`src/rtl/imem_pkg.sv`:
```
// imem_pkg: shared constants and types for the instruction-memory arbiter.
//   DEPTH        default memory depth in 32-bit words (power of two)
//   IDX_W        word-index width, log2(DEPTH)
//   RD_OOR_DATA  data returned for an out-of-range read
//   arb_state_e  arbiter FSM states
//   owner_e      owner of the registered read response
package imem_pkg;

    localparam int unsigned DEPTH       = 32;
    localparam int unsigned IDX_W       = $clog2(DEPTH);
    localparam logic [31:0] RD_OOR_DATA = 32'h0;

    typedef enum logic {
        ARB,
        LOCK
    } arb_state_e;

    typedef enum logic [1:0] {
        OWN_NONE,
        OWN_F,
        OWN_L
    } owner_e;

endpackage

```
`src/rtl/imem_arbiter_if.sv`:
```
// imem_arbiter_if: bundle of the fetch, loader and memory-port signals around imem_arbiter.
//   fetch : f_req, f_addr -> f_gnt, f_rvalid, f_rdata
//   loader: l_req, l_we, l_lock, l_addr, l_wdata -> l_gnt, l_rvalid, l_rdata
//   memory: mem_en, mem_we, mem_idx, mem_wdata -> mem_rdata (combinational from mem_idx)
// Modports: slave (the arbiter), master (requesters and memory model).
interface imem_arbiter_if #(
    parameter int unsigned DEPTH = imem_pkg::DEPTH
);
    import imem_pkg::*;

    localparam int unsigned IdxW = $clog2(DEPTH);

    logic            f_req;
    logic [31:0]     f_addr;
    logic            f_gnt;
    logic            f_rvalid;
    logic [31:0]     f_rdata;

    logic            l_req;
    logic            l_we;
    logic            l_lock;
    logic [31:0]     l_addr;
    logic [31:0]     l_wdata;
    logic            l_gnt;
    logic            l_rvalid;
    logic [31:0]     l_rdata;

    logic            mem_en;
    logic            mem_we;
    logic [IdxW-1:0] mem_idx;
    logic [31:0]     mem_wdata;
    logic [31:0]     mem_rdata;

    modport slave (
        input  f_req, f_addr, l_req, l_we, l_lock, l_addr, l_wdata, mem_rdata,
        output f_gnt, f_rvalid, f_rdata, l_gnt, l_rvalid, l_rdata,
        output mem_en, mem_we, mem_idx, mem_wdata
    );

    modport master (
        output f_req, f_addr, l_req, l_we, l_lock, l_addr, l_wdata, mem_rdata,
        input  f_gnt, f_rvalid, f_rdata, l_gnt, l_rvalid, l_rdata,
        input  mem_en, mem_we, mem_idx, mem_wdata
    );

endinterface

```
`src/rtl/imem_starve_cnt.sv`:
```
// imem_starve_cnt: saturating count of consecutive loader denials.
//   clk, rst_n : clock, async active-low reset
//   inc        : loader requested and was denied this cycle
//   clr        : loader granted this cycle (wins over inc)
//   hit        : count has reached STARVE_MAX
module imem_starve_cnt #(
    parameter int unsigned STARVE_MAX = 4
) (
    input  logic clk,
    input  logic rst_n,
    input  logic inc,
    input  logic clr,
    output logic hit
);
    import imem_pkg::*;

    localparam int unsigned     CntW   = $clog2(STARVE_MAX + 1);
    localparam logic [CntW-1:0] CntMax = CntW'(STARVE_MAX);

    logic [CntW-1:0] cnt_q, cnt_d;

    always_comb begin
        cnt_d = cnt_q;
        if (clr) begin
            cnt_d = '0;
        end else if (inc && (cnt_q != CntMax)) begin
            cnt_d = cnt_q + CntW'(1);
        end
    end

    always_ff @(posedge clk or negedge rst_n) begin
        if (!rst_n) begin
            cnt_q <= '0;
        end else begin
            cnt_q <= cnt_d;
        end
    end

    assign hit = (cnt_q == CntMax);

endmodule

```
`src/rtl/imem_arbiter.sv`:
```
// imem_arbiter: shares one word-organised instruction-memory port between the fetch stage
// (read-only) and the program loader (read/write). Byte addresses become word indices;
// read data returns one cycle after grant with a per-requester valid.
//   clk, rst_n : clock, async active-low reset (grants and strobes forced low while asserted)
//   bus        : imem_arbiter_if.slave carrying fetch, loader and memory-port signals
// Build option: define IMEM_ARB_LOADER_EN for the loader path (lock, starvation guard).
// Without it the loader inputs are ignored, loader outputs are 0 and fetch always wins.
module imem_arbiter #(
    parameter int unsigned DEPTH      = imem_pkg::DEPTH,
    parameter int unsigned STARVE_MAX = 4
) (
    input  logic          clk,
    input  logic          rst_n,
    imem_arbiter_if.slave bus
);
    import imem_pkg::*;

    localparam int unsigned IdxW = $clog2(DEPTH);

    logic        f_gnt;
    logic        l_gnt;
    logic        gnt_any;
    logic        acc_we;
    logic        acc_oor;
    logic [31:0] acc_addr;

    owner_e      owner_q, owner_d;
    logic [31:0] rdata_q, rdata_d;

    // Any set bit above the word index puts the access outside the array.
    function automatic logic addr_oor(input logic [31:0] addr);
        return |(addr >> (IdxW + 2));
    endfunction

`ifdef IMEM_ARB_LOADER_EN
    arb_state_e state_q, state_d;
    logic       starve_inc;
    logic       starve_hit;

    imem_starve_cnt #(
        .STARVE_MAX(STARVE_MAX)
    ) u_starve_cnt (
        .clk  (clk),
        .rst_n(rst_n),
        .inc  (starve_inc),
        .clr  (l_gnt),
        .hit  (starve_hit)
    );

    always_comb begin
        f_gnt      = 1'b0;
        l_gnt      = 1'b0;
        starve_inc = 1'b0;
        state_d    = state_q;
        if (rst_n) begin
            unique case (state_q)
                ARB: begin
                    if (bus.l_req && (!bus.f_req || starve_hit)) begin
                        l_gnt = 1'b1;
                    end else begin
                        f_gnt = bus.f_req;
                    end
                    starve_inc = bus.l_req && !l_gnt;
                    if (l_gnt && bus.l_lock) begin
                        state_d = LOCK;
                    end
                end
                LOCK: begin
                    l_gnt = bus.l_req;
                    // l_lock is sampled every cycle in LOCK, granted or not.
                    if (!bus.l_lock) begin
                        state_d = ARB;
                    end
                end
            endcase
        end
    end

    always_ff @(posedge clk or negedge rst_n) begin
        if (!rst_n) begin
            state_q <= ARB;
        end else begin
            state_q <= state_d;
        end
    end

    assign acc_addr = l_gnt ? bus.l_addr : bus.f_addr;
    assign acc_we   = l_gnt && bus.l_we;
`else
    logic unused_loader;

    assign f_gnt         = rst_n && bus.f_req;
    assign l_gnt         = 1'b0;
    assign acc_addr      = bus.f_addr;
    assign acc_we        = 1'b0;
    assign unused_loader = ^{bus.l_req, bus.l_we, bus.l_lock, bus.l_addr, bus.l_wdata};
`endif

    // Byte offset within the word is ignored.
    logic unused_addr_lsb;
    assign unused_addr_lsb = ^acc_addr[1:0];

    assign gnt_any       = f_gnt || l_gnt;
    assign acc_oor       = addr_oor(acc_addr);

    assign bus.f_gnt     = f_gnt;
    assign bus.l_gnt     = l_gnt;
    assign bus.mem_en    = gnt_any && !acc_oor;
    assign bus.mem_we    = acc_we && !acc_oor;
    assign bus.mem_idx   = gnt_any ? acc_addr[2 +: IdxW] : '0;
    assign bus.mem_wdata = acc_we ? bus.l_wdata : '0;

    // One shared response register; owner_q steers it to the requester that was granted.
    always_comb begin
        owner_d = OWN_NONE;
        rdata_d = rdata_q;
        if (f_gnt) begin
            owner_d = OWN_F;
        end else if (l_gnt && !acc_we) begin
            owner_d = OWN_L;
        end
        if (owner_d != OWN_NONE) begin
            rdata_d = acc_oor ? RD_OOR_DATA : bus.mem_rdata;
        end
    end

    always_ff @(posedge clk or negedge rst_n) begin
        if (!rst_n) begin
            owner_q <= OWN_NONE;
            rdata_q <= '0;
        end else begin
            owner_q <= owner_d;
            rdata_q <= rdata_d;
        end
    end

    assign bus.f_rvalid = (owner_q == OWN_F);
    assign bus.l_rvalid = (owner_q == OWN_L);
    assign bus.f_rdata  = (owner_q == OWN_F) ? rdata_q : '0;
    assign bus.l_rdata  = (owner_q == OWN_L) ? rdata_q : '0;

endmodule

```
`src/flat_wrapper.sv`:
```
// flat-port wrapper written by rule: the top's interface ports become plain ports
module imem_arbiter_flat import imem_pkg::*;
#(
    parameter int unsigned DEPTH      = imem_pkg::DEPTH,
    parameter int unsigned STARVE_MAX = 4
)
  (clk, rst_n, bus_f_req, bus_f_addr, bus_l_req, bus_l_we, bus_l_lock, bus_l_addr, bus_l_wdata, bus_mem_rdata, bus_f_gnt, bus_f_rvalid, bus_f_rdata, bus_l_gnt, bus_l_rvalid, bus_l_rdata, bus_mem_en, bus_mem_we, bus_mem_idx, bus_mem_wdata);
  imem_arbiter_if #(.DEPTH(DEPTH)) bus_i ();
  input  logic clk;
  input  logic rst_n;
  input wire logic [$bits(bus_i.f_req)-1:0] bus_f_req;
  input wire logic [$bits(bus_i.f_addr)-1:0] bus_f_addr;
  input wire logic [$bits(bus_i.l_req)-1:0] bus_l_req;
  input wire logic [$bits(bus_i.l_we)-1:0] bus_l_we;
  input wire logic [$bits(bus_i.l_lock)-1:0] bus_l_lock;
  input wire logic [$bits(bus_i.l_addr)-1:0] bus_l_addr;
  input wire logic [$bits(bus_i.l_wdata)-1:0] bus_l_wdata;
  input wire logic [$bits(bus_i.mem_rdata)-1:0] bus_mem_rdata;
  output wire logic [$bits(bus_i.f_gnt)-1:0] bus_f_gnt;
  output wire logic [$bits(bus_i.f_rvalid)-1:0] bus_f_rvalid;
  output wire logic [$bits(bus_i.f_rdata)-1:0] bus_f_rdata;
  output wire logic [$bits(bus_i.l_gnt)-1:0] bus_l_gnt;
  output wire logic [$bits(bus_i.l_rvalid)-1:0] bus_l_rvalid;
  output wire logic [$bits(bus_i.l_rdata)-1:0] bus_l_rdata;
  output wire logic [$bits(bus_i.mem_en)-1:0] bus_mem_en;
  output wire logic [$bits(bus_i.mem_we)-1:0] bus_mem_we;
  output wire logic [$bits(bus_i.mem_idx)-1:0] bus_mem_idx;
  output wire logic [$bits(bus_i.mem_wdata)-1:0] bus_mem_wdata;
  assign bus_i.f_req = bus_f_req;
  assign bus_i.f_addr = bus_f_addr;
  assign bus_i.l_req = bus_l_req;
  assign bus_i.l_we = bus_l_we;
  assign bus_i.l_lock = bus_l_lock;
  assign bus_i.l_addr = bus_l_addr;
  assign bus_i.l_wdata = bus_l_wdata;
  assign bus_i.mem_rdata = bus_mem_rdata;
  assign bus_f_gnt = bus_i.f_gnt;
  assign bus_f_rvalid = bus_i.f_rvalid;
  assign bus_f_rdata = bus_i.f_rdata;
  assign bus_l_gnt = bus_i.l_gnt;
  assign bus_l_rvalid = bus_i.l_rvalid;
  assign bus_l_rdata = bus_i.l_rdata;
  assign bus_mem_en = bus_i.mem_en;
  assign bus_mem_we = bus_i.mem_we;
  assign bus_mem_idx = bus_i.mem_idx;
  assign bus_mem_wdata = bus_i.mem_wdata;
  imem_arbiter #(.DEPTH(DEPTH), .STARVE_MAX(STARVE_MAX)) u_core (.clk(clk), .rst_n(rst_n), .bus(bus_i));
endmodule
```
`config.mk`:
```
export PLATFORM = sky130hd
export DESIGN_NAME = imem_arbiter_flat
export DESIGN_NICKNAME = d
export VERILOG_FILES = /design/src/rtl/imem_pkg.sv /design/src/rtl/imem_arbiter_if.sv /design/src/rtl/imem_starve_cnt.sv /design/src/rtl/imem_arbiter.sv /design/src/flat_wrapper.sv
export SDC_FILE = /design/constraint.sdc
export NUM_CORES = 1
export LEC_CHECK = 0
export ABC_AREA = 1
export CAP_MARGIN = 20
export CORE_ASPECT_RATIO = 1.25
export CORE_MARGIN = 4
export CORE_UTILIZATION = 31
export DETAILED_ROUTE_END_ITERATION = 8
export PLACE_DENSITY = 0.83
export SLEW_MARGIN = 20
export SYNTH_ARGS = -nofsm -noshare
export SYNTH_HDL_FRONTEND = slang
export SYNTH_SLANG_ARGS = --single-unit
```
`constraint.sdc`:
```
create_clock -name clk -period 1.57 [get_ports clk]
set_clock_uncertainty 0.2 [all_clocks]
set_input_delay 0.3925 -clock clk [delete_from_list [all_inputs] [get_ports clk]]
set_output_delay 0.3925 -clock clk [all_outputs]
set_load 0.01 [all_outputs]
```
==> results of run 1 <==
state kept, by name, indices dropped and copies added (netlist names):
register,count
u_core.owner_q,1
u_core.rdata_q,32
power groups by stage:
stage	Clock [mW]	Sequential, mW	Combinational (mW)
final	0.596	0.855	0.384
after global routing	0.670	0.855	0.422
after CTS	0.635	0.855	0.379
after detailed placement	0	0.869	0.351
after global placement	0	0.869	0.348
after floorplan	0	0.870	0.249
synth_stat cells:
library cell  count  area share (%)
and2_1            3            0.75
buf_12            3             2.4
buf_4            68              20
buf_6             2            0.90
clkbuf_1          6            0.90
clkbuf_8          1            0.55
conb_1            1            0.15
dfrtp_1          33              33
inv_1            51             7.6
inv_2             2            0.30
nand2_1         105              16
nand2_2           2            0.50
nand2_4           1            0.45
nand3_1           2            0.40
nand3_2          30              12
nor2_1           12             1.8
nor2_4            3             1.3
nor2_8            1            0.80
critical path: stages, from the launching register on:
cell	delay, ns
dfrtp_2	0.46
buf_6	0.16
buf_6	0.11
nand2_2	0.04
inv_1	0.03
buf_2	0.12
cell type report:
cell class / instances / area (um2)
clock buffer: 8 / 80.1
fill: 799 / 4160
inverter: 53 / 199
multi-input combinational: 226 / 1270
sequential: 33 / 827
tap: 95 / 119
timing repair buffer: 125 / 1190
kinds of logic (layout without fill, tap and decap cells):
logic type | after synthesis | after routing | share of synthesized area (%)
flip-flops | 33 | 33 | 33.0
AND/OR/NAND/NOR | 159 | 159 | 33.8
buffers and inverters | 133 | 186 | 33.1
other | 1 | 67 | 0.150
per-stage QoR:
step	TNS, ns	instances	utilization [%]	cell area (um2)	power (mW)
3_3_place_gp	-31.14	521	42.8	3350	1.22
2_1_floorplan	-0.0455	392	-	2750	1.12
3_5_place_dp	-32.83	521	42.8	3350	1.22
5_1_grt	-7.57	540	47.0	3680	1.95
4_1_cts	-7.20	540	44.9	3520	1.87
6_report	-5.49	540	47.0	3680	1.84
routing by layer:
metal	routed length (um)	part of all wire [%]	up-vias
met5	0	0	-
met4	74	1.2	0
met3	727	12	6
met2	3350	54	122
met1	2000	32	964
li1	-	-	1050
worst paths after layout:
check                                   start            endpoint  slack [ns]  depth (start not counted)
max in group asynchronous               rst_n   u_core.owner_q[0]        0.30                          3
hold / removal              u_core.rdata_q[6]   u_core.rdata_q[6]        0.28                          2
setup reg to reg           u_core.rdata_q[31]  u_core.rdata_q[31]        0.63                          3
setup / recovery            u_core.owner_q[0]      bus_f_rdata[5]       -0.23                          5
hold reg to reg             u_core.rdata_q[6]   u_core.rdata_q[6]        0.28                          2
min in group asynchronous               rst_n  u_core.rdata_q[29]        0.55                          3
timing repair:
action,CTS,global route
setup buffers,9,2
hold buffers,1,0
hold endpoints to repair,33,0
gates cloned,2,0
pin swaps,29,8
gates resized for setup,282,50
setup endpoints to repair,72,67
==> flow_summary.json, run 1 <==
{
  "hold_ws_ns": 0.282,
  "finalHoldViolCount": 0,
  "finalSetupViolCount": 34,
  "peakVddDrop_v": 0.000287,
  "status": "finished, violations left",
  "netlist_area_um2": 2500,
  "clk_latency_ns": 0.27,
  "dieArea_um2": 9590,
  "maxCapViolCount": 0,
  "p_switching_uw": 486,
  "globalRouteMet2Util_pct": 24.3,
  "gp_congestion": 0.717,
  "pre_cts_slack_ns": -0.942,
  "cp.arrival_ns": 1.21,
  "grt_overflow": 0,
  "p_int_mw": 1.35,
  "cp.required_ns": 0.98,
  "avgSynthCellArea_um2": 7.68,
  "path_clk_slew_ns": 0.06,
  "synth_seq_cells": 33,
  "area_growth_pct": 47.0,
  "power.density_nw_per_um2": 499,
  "clockRootBuffer": "clkbuf_8",
  "syn_inst": 326,
  "met1_usage_pct": 12.1,
  "num-nets-final": 578,
  "cts_tree": "yes",
  "ys_warn_count": 0,
  "grt_util_all_layers_pct": 12.4,
  "period_needed_ns": 1.80,
  "crit_path_end_kind": "primary output",
  "seqPwrFrac_pct": 46.6,
  "viasPerCell": 3.97,
  "htreeDepth": 2,
  "min_period_over_period_pct": 115,
  "clockBufferDepth": 2,
  "combPwrFrac_pct": 20.9,
  "hp-class": "flip-flop to flip-flop",
  "cts_made_buffers": 5,
  "p_leak_nw": 2.30,
  "final_cell_mix": "nand2_1, conb_1, inv_1, clkdlybuf4s50_1, dfrtp_1",
  "antenna_found_initial": 0,
  "pwr-share-clk_pct": 32.5,
  "first_global_vias": 2113,
  "dp_hpwl_mm": 4.67,
  "worst_slack_ns": -0.232,
  "antenna_left": 0,
  "met3_usage_pct": 4.34,
  "slew_viol_final": 0,
  "rsz0062_at_grt": "yes",
  "grt_pass1_wl_mm": 9.33,
  "drt-total-wl_mm": 6.15,
  "startpoint_type": "flip-flop",
  "violations": "setup timing",
  "layout_commonest_cell": "nand2_1",
  "wire_per_inst_um": 11.4,
  "busiest_layer": "met2",
  "drive_above_1_share_pct": 36.4,
  "grt_max_degree": 34,
  "max_freq_mhz": 555,
  "switching_share_pct": 26.5,
  "rows": 36,
  "drc_errors": 0,
  "start_util_pct": 31.9,
  "yosysSeqAreaShare_pct": 33.0,
  "placement.io_buffers": 104,
  "core_region_area_um2": 7840,
  "path_max_fanout": 7,
  "die_x_um": 88.4,
  "antenna_cells": 0,
  "num_vias": 2142,
  "synthDistinctLibCells": 18,
  "cts_sinks": 33,
  "initialDrtViolationCount": 65,
  "dr.pass1.iters": 4,
  "io_pins": 241,
  "critPathKind": "flip-flop to primary output",
  "fp.dieH_um": 108
}
Note: power is estimated with default switching activity, not from simulation.
==> run 2: changes to the inputs <==
Settings changed: ABC_AREA 1 to 0, CORE_UTILIZATION 31 to 29, CTS_CLUSTER_SIZE from default to 40, PLACE_DENSITY 0.83 to 0.82.
==> flow_summary.json, run 2 <==
{
  "cts_tree": "yes",
  "drive_above_1_share_pct": 45.5,
  "grt_max_degree": 23,
  "pre_cts_slack_ns": -1.49,
  "fp.dieH_um": 107,
  "synth_most_common_cell": "buf_4",
  "path_max_fanout": 2,
  "peakVddDrop_v": 0.000431,
  "power.density_nw_per_um2": 493,
  "startpoint_type": "primary input",
  "synthArstFlopShare_pct": 100,
  "slew_viol_final": 0,
  "cp.arrival_ns": 1.80,
  "dieArea_um2": 9310,
  "synthFlopType": "dfrtp_1",
  "fill_cells": 571,
  "synth_seq_cells": 33,
  "final_cell_mix": "conb_1, buf_6, nand2_1",
  "cts_sinks": 33,
  "core_region_area_um2": 7490,
  "largest_reg_flops": 32,
  "hp-class": "primary input to async pin",
  "syn_inst": 271,
  "top_register": "u_core.rdata_q",
  "synthDistinctLibCells": 17,
  "max_freq_mhz": 418,
  "fin_area_um2": 4490,
  "synth_edf_count": 0,
  "largestRegisters": "u_core.rdata_q x32, u_core.owner_q x1",
  "layout_commonest_cell": "conb_1",
  "first_global_vias": 2585,
  "place_area_um2": 3220,
  "num-nets-final": 548,
  "yosysSeqAreaShare_pct": 36.4,
  "viasPerCell": 4.95,
  "crit_path_end_kind": "primary output",
  "r2r-start": "u_core.rdata_q[0]",
  "clockRootBuffer": "clkbuf_8",
  "grt_overflow": 0,
  "rrSetupSlack_ns": 0.66,
  "htreeDepth": 2,
  "min_period_over_period_pct": 152,
  "yosys-top-cells-area": "dfrtp_1, buf_4, o31ai_1",
  "cts_made_buffers": 5,
  "status": "finished, violations left",
  "die_x_um": 87.1,
  "start_util_pct": 30.3,
  "critPathLaunch": "bus_f_addr[16]",
  "violations": "setup timing",
  "antenna_found_initial": 0,
  "drc_errors": 0,
  "clockBufferDepth": 2,
  "finalHoldViolCount": 0,
  "period_needed_ns": 2.39,
  "num_vias": 2509,
  "seq_area_um2": 827,
  "yosysTopAreaCell": "dfrtp_1",
  "max_slew_margin_pct": 66.6,
  "critPathKind": "primary input to primary output",
  "antenna_left": 0,
  "dp_hpwl_mm": 5.03,
  "grt_util_all_layers_pct": 20.4,
  "dr.pass1.iters": 4,
  "synth_top_area_share_pct": 36.4,
  "wire_per_inst_um": 19.8,
  "tns_ns": -12.25,
  "finalSetupViolCount": 71,
  "synthTopCellsByCount": "buf_4, nand2_1, dfrtp_1",
  "area_growth_pct": 98.1,
  "maxCapViolCount": 0,
  "multi_input_area_um2": 1600,
  "rsz0062_at_grt": "yes",
  "avgSynthCellArea_um2": 8.37,
  "p_leak_nw": 2.02,
  "placement.io_buffers": 104,
  "cp.required_ns": 0.98,
  "path_clk_slew_ns": 0.08,
  "antenna_cells": 0,
  "gp_congestion": 0.744,
  "ys_warn_count": 0,
  "io_pins": 241,
  "netlist_area_um2": 2270,
  "clk_latency_ns": 0.29,
  "p_total_mw": 2.21,
  "drt-total-wl_mm": 10.0,
  "tightest_slew_ns": 0.499,
  "worst_slack_ns": -0.820,
  "grt_pass1_wl_mm": 14.4,
  "initialDrtViolationCount": 151,
  "rows": 35
}
[run 2: cell count changes after synthesis, moves of 10 or more]
| cell | delta |
|---|---|
| and2_1 | +29 |
| clkbuf_1 | +12 |
| inv_1 | -50 |
| nand2_1 | -69 |
| nand3_1 | +30 |
| nand3_2 | -30 |
| nor2_1 | -10 |
| o31ai_1 | +32 |
[run 2: critical path: stages]
cell and delay [ns]:
buf_6 0.09, or4_4 0.51, or4_4 0.50, nor4_4 0.13, buf_2 0.17
[run 2: cell families (layout without fill, tap and decap cells)]
group | count (synthesis) | after routing | share of synthesized area, %
other | 1 | 67 | 0.165
AOI/OAI and AO/OA | 32 | 32 | 10.6
buffers and inverters | 86 | 164 | 25.3
DFF | 33 | 33 | 36.4
and+or+nand+nor | 119 | 119 | 27.5
[run 2: final cells by class]
class / instances / share of cell area [%]
Tap cell: 92 / 2.56
Clock inverter: 3 / 1.03
Sequential cell: 33 / 18.4
Inverter: 1 / 0.195
Clock buffer: 5 / 1.53
Timing Repair Buffer: 155 / 40.7
Multi-Input combinational cell: 218 / 35.6
[run 2: where the power goes]
part	total, mW	internal (mW)	switching [mW]
logic	0.548	0.280	0.268
clock network	0.813	0.475	0.337
registers	0.854	0.851	0.00270
total	2.21	1.61	0.608
[run 2: what timing repair did]
item / CTS / global route
hold endpoints to repair: 11 / 0
pin swaps: 37 / 10
setup buffers: 31 / 4
hold buffers: 1 / 0
gates cloned: 14 / 0
endpoints found under the setup margin: 72 / 67
gates resized for setup: 368 / 48
[run 2: path summary, 6_finish.rpt]
path                       cells past startpoint                 end
max                                            5          bus_mem_en
min                                            4  u_core.rdata_q[19]
max reg2reg                                    2   u_core.rdata_q[0]
min reg2reg                                    2  u_core.rdata_q[10]
max in group asynchronous                      4   u_core.rdata_q[5]
min in group clk                               2  u_core.rdata_q[10]
[run 2: through the flow]
stage | util [%] | hold slack [ns] | instances
floorplan | - | -0.103 | 337
global placement | 43.1 | 0.233 | 460
detailed placement | 43.1 | 0.227 | 460
CTS | 58.2 | 0.0201 | 511
global route | 60.0 | 0.146 | 507
finish | 60.0 | 0.117 | 507
[run 2: layer usage]
layer | global-route usage [%] | vias to the layer above | wire (um) | share of wire, %
met2 | 36.6 | 180 | 5290 | 53
met4 | 8.80 | 0 | 335 | 3.3
li1 | - | 1082 | - | -
met3 | 3.61 | 27 | 936 | 9.3
met1 | 23.2 | 1220 | 3460 | 35
met5 | 0 | - | 0 | 0
==> run 3: changes to the inputs <==
--- a/constraint.sdc
+++ b/constraint.sdc
@@ -3,3 +3,3 @@
 set_input_delay 0.3925 -clock clk [delete_from_list [all_inputs] [get_ports clk]]
 set_output_delay 0.3925 -clock clk [all_outputs]
-set_load 0.01 [all_outputs]
+set_load 0.1 [all_outputs]
==> flow_summary.json, run 3 (same netlist as run 2, synthesis figures left out) <==
{
  "fp.dieH_um": 107,
  "combPwrFrac_pct": 43.9,
  "peakVddDrop_v": 0.000370,
  "antenna_cells": 0,
  "htreeDepth": 2,
  "largestRegisters": "u_core.rdata_q x32, u_core.owner_q x1",
  "cts_tree": "yes",
  "drt-total-wl_mm": 12.0,
  "min_period_over_period_pct": 157,
  "grt_pass1_wl_mm": 15.0,
  "cp.required_ns": 0.98,
  "slew_viol_final": 0,
  "antenna_left": 0,
  "num_vias": 2563,
  "maxCapViolCount": 0,
  "initialDrtViolationCount": 150,
  "pre_cts_slack_ns": -1.25,
  "hp-class": "primary input to async pin",
  "violations": "setup timing",
  "dr.pass1.iters": 4,
  "num-nets-final": 535,
  "path_clk_slew_ns": 0.07,
  "largest_reg_flops": 32,
  "top_register": "u_core.rdata_q",
  "rsz0062_at_grt": "yes",
  "gp_congestion": 0.785,
  "finalSetupViolCount": 50,
  "start_util_pct": 30.3,
  "clockRootBuffer": "clkbuf_8",
  "place_inst": 456,
  "viasPerCell": 5.19,
  "area_growth_pct": 118,
  "grt_max_degree": 34,
  "worst_slack_ns": -0.898,
  "period_needed_ns": 2.47,
  "p_int_mw": 1.53,
  "path_max_fanout": 2,
  "clockBufferDepth": 2,
  "fin_cells": 494,
  "wire_per_inst_um": 24.2,
  "p_switching_mw": 1.30,
  "power.density_nw_per_um2": 573,
  "fill_cells": 474,
  "startpoint_type": "primary input",
  "final_cell_mix": "conb_1, buf_12, nand2_1",
  "p_leak_nw": 2.10,
  "first_global_vias": 2586,
  "drive_above_1_share_pct": 48.0,
  "cp.arrival_ns": 1.88,
  "grt_overflow": 0,
  "switching_share_pct": 46.0,
  "max_freq_mhz": 405,
  "io_pins": 241,
  "dp_hpwl_mm": 5.54,
  "rows": 35,
  "core_region_area_um2": 7490,
  "clk_latency_ns": 0.29,
  "rrSetupSlack_ns": 0.55,
  "seqPwrFrac_pct": 30.3,
  "die_x_um": 87.1,
  "status": "finished, violations left",
  "crit_path_end_kind": "primary output",
  "cts_sinks": 33,
  "tns_ns": -14.44,
  "placement.io_buffers": 104,
  "finalHoldViolCount": 0,
  "drc_errors": 0,
  "grt_util_all_layers_pct": 21.5,
  "cts_made_buffers": 5,
  "critPathKind": "primary input to primary output",
  "layout_commonest_cell": "conb_1",
  "pwr-share-clk_pct": 25.8,
  "cts_hold_repair.buffers": 0,
  "antenna_found_initial": 0,
  "dieArea_um2": 9310
}
## run 3: final timing paths
check                           cells past startpoint                  to          startpoint
worst max-delay path                                5          bus_mem_en      bus_f_addr[15]
worst min-delay path                                4  u_core.rdata_q[26]               rst_n
worst max register to register                      2  u_core.rdata_q[17]  u_core.rdata_q[17]
worst min register to register                      2  u_core.rdata_q[27]  u_core.rdata_q[27]
max in group asynchronous                           4   u_core.owner_q[0]               rst_n
min in group clk                                    2  u_core.rdata_q[27]  u_core.rdata_q[27]
## run 3: power by group through the flow
stage,clock network (mW),registers (mW),logic [mW]
2_1_floorplan,0,0.881,0.942
4_1_cts,0.731,0.856,1.16
6_report,0.732,0.859,1.25
3_3_place_gp,0,0.882,1.05
3_5_place_dp,0,0.883,1.06
5_1_grt,0.778,0.859,1.27
## run 3: layout make-up
class	instances	area, um2	share of cell area (%)
timing repair buffer	142	2100	42.4
multi-input combinational	218	1800	36.3
sequential	33	830	16.8
tap	92	115	2.32
clock buffer	7	96.3	1.95
inverter	1	7.51	0.152
clock inverter	1	5.00	0.101
## run 3: worst max-delay path: stages
cell and delay (ns):
buf_6 0.09, or4_4 0.52, or4_4 0.45, nor4_4 0.21
buf_12 0.22
## run 3: repair_timing
action | in CTS | in global routing
pin swaps | 29 | 46
setup endpoints to repair | 73 | 72
hold endpoints to repair | 0 | 0
gates cloned | 8 | 6
buffers inserted | 14 | 7
resized for setup | 156 | 47
## run 3: per-stage QoR
step                      utilization [%]  power, mW  instance area (um2)  hold slack (ns)
after global placement               49.5       1.93                 3700            0.261
after detailed placement             49.5       1.94                 3700            0.266
after floorplan                         -       1.82                 2690           -0.103
after CTS                            62.0       2.75                 4640           0.0794
final                                66.1       2.84                 4950            0.148
after global routing                 66.1       2.91                 4950            0.187
## run 3: per-layer routing
metal	track usage [%]	vias up	part of all wire [%]
met5	0	-	0
met4	12.7	0	4.4
met2	38.1	202	53
met1	22.7	1263	33
met3	5.00	39	9.5
li1	-	1059	-
